[src/rtl/quad_iter.sv]
// quad_iter: four-slot job scheduler that time-multiplexes iterated hash passes
// over a shared frame-based hash pipeline.
module quad_iter #(
   parameter int CAP_OFS = 8,
   parameter int LAG     = 1
) (
   input  logic         clk,
   input  logic         rst,
   input  logic         seed_valid,
   output logic         seed_ready,
   input  logic [159:0] seed_data,
   input  logic [31:0]  seed_iters,
   output logic         out_valid,
   input  logic         out_ready,
   output logic [159:0] out_data,
   output logic [1:0]   out_tag,
   output logic         phase_advance,
   output logic [31:0]  Din,
   input  logic [31:0]  R
);
   localparam logic [1:0] IDLE = 2'd0, BUSY = 2'd1, DONE = 2'd2;
   logic [4:0]  fc;
   logic [1:0]  sp;
   logic [1:0]  st [4];
   logic [3:0]  inflight;
   logic [31:0] iters [4];
   logic [31:0] mem [4][5];
   logic        held;
   logic [1:0]  sel_q;
   logic [1:0]  sel, done_low, seed_slot, cap;
   logic        done_hit, seed_hit, issue_win, cap_win, cap_last, seed_acc, out_acc;
   logic [4:0]  cap_k;
   assign issue_win = fc < 5'd5;
   assign cap = sp - 2'(LAG);
   assign cap_win = fc >= 5'(CAP_OFS) && fc <= 5'(CAP_OFS + 4);
   assign cap_last = fc == 5'(CAP_OFS + 4);
   assign cap_k = fc - 5'(CAP_OFS);
   always_comb begin
      seed_hit = 1'b0;
      seed_slot = 2'd0;
      done_hit = 1'b0;
      done_low = 2'd0;
      for (int i = 3; i >= 0; i--) begin
         if (st[i] == IDLE && !(sp == 2'(i) && issue_win)) begin
            seed_hit = 1'b1;
            seed_slot = 2'(i);
         end
         if (st[i] == DONE) begin
            done_hit = 1'b1;
            done_low = 2'(i);
         end
      end
   end
   // once presented, the selection is frozen until the consumer takes it
   assign sel = held ? sel_q : done_low;
   assign seed_ready = seed_hit & ~rst;
   assign out_valid = done_hit;
   assign out_tag = sel;
   assign out_data = {mem[sel][0], mem[sel][1], mem[sel][2], mem[sel][3], mem[sel][4]};
   assign phase_advance = fc == 5'd18;
   assign Din = (issue_win && st[sp] == BUSY) ? mem[sp][fc[2:0]] : 32'd0;
   assign seed_acc = seed_valid & seed_ready;
   assign out_acc = out_valid & out_ready;
   always_ff @(posedge clk or posedge rst) begin
      if (rst) begin
         fc <= 5'd0;
         sp <= 2'd0;
         inflight <= 4'd0;
         held <= 1'b0;
         sel_q <= 2'd0;
         for (int i = 0; i < 4; i++) st[i] <= IDLE;
      end else begin
         fc <= fc == 5'd19 ? 5'd0 : fc + 5'd1;
         if (fc == 5'd19) sp <= sp + 2'd1;
         held <= out_valid & ~out_ready;
         sel_q <= sel;
         for (int i = 0; i < 4; i++) begin
            if (fc == 5'd0 && sp == 2'(i) && st[i] == BUSY) inflight[i] <= 1'b1;
            if (cap == 2'(i) && inflight[i] && cap_last) begin
               inflight[i] <= 1'b0;
               if (iters[i] == 32'd1) st[i] <= DONE;
            end
            if (seed_acc && seed_slot == 2'(i)) st[i] <= seed_iters == 32'd0 ? DONE : BUSY;
            if (out_acc && sel == 2'(i)) st[i] <= IDLE;
         end
      end
   end
   always_ff @(posedge clk) begin
      for (int i = 0; i < 4; i++) begin
         if (seed_acc && seed_slot == 2'(i)) begin
            iters[i] <= seed_iters;
            for (int k = 0; k < 5; k++) mem[i][k] <= seed_data[159 - 32 * k -: 32];
         end else if (cap == 2'(i) && inflight[i] && cap_win) begin
            mem[i][cap_k[2:0]] <= R;
            if (cap_last) iters[i] <= iters[i] - 32'd1;
         end
      end
   end
endmodule

[config.mk]
export PLATFORM = sky130hd
export DESIGN_NAME = quad_iter
export DESIGN_NICKNAME = d
export VERILOG_FILES = /design/src/rtl/quad_iter.sv
export SDC_FILE = /design/constraint.sdc
export NUM_CORES = 2
export LEC_CHECK = 0
export BUFFER_PORTS_ARGS = -buffer_cell sky130_fd_sc_hd__buf_2
export CAP_MARGIN = 40
export CORE_MARGIN = 2
export CORE_UTILIZATION = 41
export CTS_CLUSTER_SIZE = 12
export DETAILED_ROUTE_END_ITERATION = 12
export GPL_ROUTABILITY_DRIVEN = 1
export PLACE_DENSITY = 0.6
export REMOVE_ABC_BUFFERS = 1
export SLEW_MARGIN = 20
export SYNTH_ARGS = -nofsm -noshare
export SYNTH_HDL_FRONTEND = slang
export SYNTH_SLANG_ARGS = --single-unit
[constraint.sdc]
create_clock -name clk -period 5.9 [get_ports clk]
set_input_delay 1.18 -clock clk [delete_from_list [all_inputs] [get_ports clk]]
set_output_delay 1.18 -clock clk [all_outputs]
set_load 0.01 [all_outputs]
==> reports/qor.yml <==
worstHoldStart: "inflight[0]"
period_share_pct: 83.55
cts_buffers: 92
fp.dieW_um: 336.5
holdPathEnd: "inflight[0]"
clk_pin_slew_ns: 0.06
core_um2: 109300
max_slew_margin_pct: 34.30
critPathCaptureType: "output pin"
critPathKind: "reg2out"
antenna_left: 0
maxCapViolations: 0
synth_edf_count: 768
synth.area.mux_share_pct: 31.10
grt_pass1_vias: 30263
cts-resized-gates: 0
worst_slew_pin_slew_ns: 0.9855
wl_um: 152700
synth_cell_types: 66
synth-simple-area-share_pct: 7.941
syn_to_final_growth_pct: 15.69
ff2ff_setup_slack_ns: 1.94
ys_seq_area_share_pct: 52.09
synth_top_family_by_area: "multiplexers"
min_delay_path_depth: 1
fin_util_pct: 47.98
post_cts.repair.setup_buffers: 0
hold_viol: 0
rsz0062_at_grt: "false"
slew_violations: 0
clockBufferDepth: 3
first_iter_violations: 3046
worstPathArrival_ns: 3.75
h-tree-depth: 3
wl_per_cell_um: 30.07
io_buffers: 424
grt_first_pass_wirelength_um: 216400
hold_class: "reg2reg"
hpwlAfterDp_um: 102100
tritoncts: "yes"
crit_fanout: 45
grt_max_degree: 123
rr_worst_depth: 8
pin_count: 425
dieArea_um2: 113200
synthAdderAreaFrac_pct: 0.4140
root_buffer: "clkbuf_16"
cts_sinks: 790
firstDrtPassIters: 6
nets: 3753
die_y_um: 336.5
ys_warn_count: 0
fin_ws_ns: 0.9708
clk_latency_ns: 0.69
cp_data_required_time_ns: 4.72
gp_congestion: 0.8460
setup_viol: 0
r2r-end: "mem[2][55]"
synth_compound_area_share_pct: 3.580
crit_path_start_kind: "flop"
ys.flop_type: "edfxtp_1"
synth_area_um2: 45330
ir_worst_vdd_v: 0.0002262
worstSetupStartpoint: "st[3]"
skew_ns: 0.03250
ys_ff_latch: 790
syn_area_per_cell_um2: 14.29
holdBufCountCts: 0
final_cells: 5079
antenna_found_initial: 47
fmax_mhz: 202.9
synth_xor_area_share_pct: 2.145
via_per_inst: 6.025
synth-async-reset-ratio_pct: 2.785
power.static_leakage_nw: 17.78
fin_tns_setup_ns: 0
status: "finished, final reports clean"
p_per_area_nw_per_um2: 234.0
num_vias: 30603
initial_utilization_pct: 41.47
grt_usage_pct: 26.65
finalPower_w: 0.01227
layout_min_cycle_time_ns: 4.929
rr_startpoint: "fc[2]"
dp.cells: 4886
fp-row-count: 121
synthCells: 3171
drcViolationCount: 0
dp_slack_ns: 1.550
grt_remaining_overflow: 0
final_layout_size_suffix_gt1_share_pct: 45.77
## cell families (layout without fill, tap and decap cells)
family / Yosys count / count (layout)
muxes: 931 / 931
DFF: 790 / 790
and+or+nand+nor: 752 / 752
buffers and inverters: 295 / 709
AOI/OAI and AO/OA: 277 / 277
xor gates and xnor gates: 111 / 111
adders and majority gates: 15 / 15
other: 0 / 18
## cell type report
cell class | count | area, µm²
Antenna cell | 18 | 45.04
Clock buffer | 115 | 2431
Clock inverter | 54 | 426.7
Fill cell | 9764 | 56870
Inverter | 21 | 95.09
Multi-Input combinational cell | 2086 | 20730
Sequential cell | 790 | 23620
Tap cell | 1476 | 1847
Timing Repair Buffer | 519 | 3243
## state kept, by name, summed over array words and instances, names as in the netlist
register / count
mem: 640
inflight: 4
sel_q: 2
iters: 128
fc: 5
st: 8
held: 1
sp: 2
## worst max-delay path, stage by stage, from the launching register on
cell	delay (ns)
dfrtp_1	0.42
nor2b_1	0.16
o21ai_0	0.19
a22oi_1	0.20
inv_8	0.34
buf_16	0.33
buf_4	0.45
mux4_2	0.66
buf_2	0.18
## where the power goes
group / switching [W] / internal (W) / leakage [nW]
combinational: 0.000264 / 0.000230 / 9.16
sequential: 0.00000651 / 0.00616 / 7.21
clock: 0.00243 / 0.00317 / 1.41
## routing by layer
metal	vias up	part of all wire [%]	global-route usage [%]
met2	1270	48	43.69
met5	-	0.18	0
met1	15836	40	35.82
li1	13178	-	-
met4	44	3.0	8.226
met3	275	8.2	5.286
## synthesized netlist by cell type (all sizes together), types with 8 or more instances
master	number	share of area (%)
edfxtp	768	51
mux2	609	15
nand2	446	3.7
mux4	321	16
clkbuf	165	1.4
o21ai	162	1.8
buf	109	1.2
xnor2	59	1.1
nor2	56	0.47
nor4	53	0.97
xor2	52	1.0
nor3	39	0.44
a21oi	37	0.41
a22oi	33	0.55
nand4	24	0.33
dfrtp	22	1.2
nand3	22	0.24
inv	21	0.17
or3	20	0.28
or2	17	0.23
or4	17	0.28
ha	15	0.41
nand2b	15	0.21
a31oi	8	0.12
nand4b	8	0.15
nor2b	8	0.11
## layout by cell type (no fill, tap or decap), types with 10 or more instances in the layout
cell type    n
a21oi_1     36
a22oi_1     33
buf_12      15
buf_16      11
buf_2      425
buf_4       63
clkbuf_1    21
clkbuf_16   94
clkinv_1    25
clkinv_2    19
dfrtp_1     19
diode_2     18
edfxtp_1   768
ha_1        15
inv_1       18
mux2_2     603
mux4_2     321
nand2_1    444
nand2b_1    10
nand3_1     18
nand4_1     24
nor2_1      53
nor3_1      36
nor4_1      39
nor4_4      11
o21ai_0    155
or2_2       17
or3_1       20
or4_1       15
xnor2_1     59
xor2_1      52
## worst max path at each step
stage / endpoint / cells after the start
after detailed placement: Din[20] / 4
final: out_data[104] / 8
after floorplan: mem[2][0] / 5
after global placement: mem[2][50] / 7
after CTS: Din[20] / 4
after global routing: out_data[104] / 8
## stage by stage
| stage | instance area, µm² | hold WS [ns] |
|---|---|---|
| after global routing | 52420 | 0.5499 |
| after floorplan | 44170 | 0.4624 |
| final | 52440 | 0.5141 |
| after CTS | 52330 | 0.5142 |
| after global placement | 49000 | 0.5035 |
| after detailed placement | 49470 | 0.5003 |
Note: power is estimated with default switching activity, not from simulation.
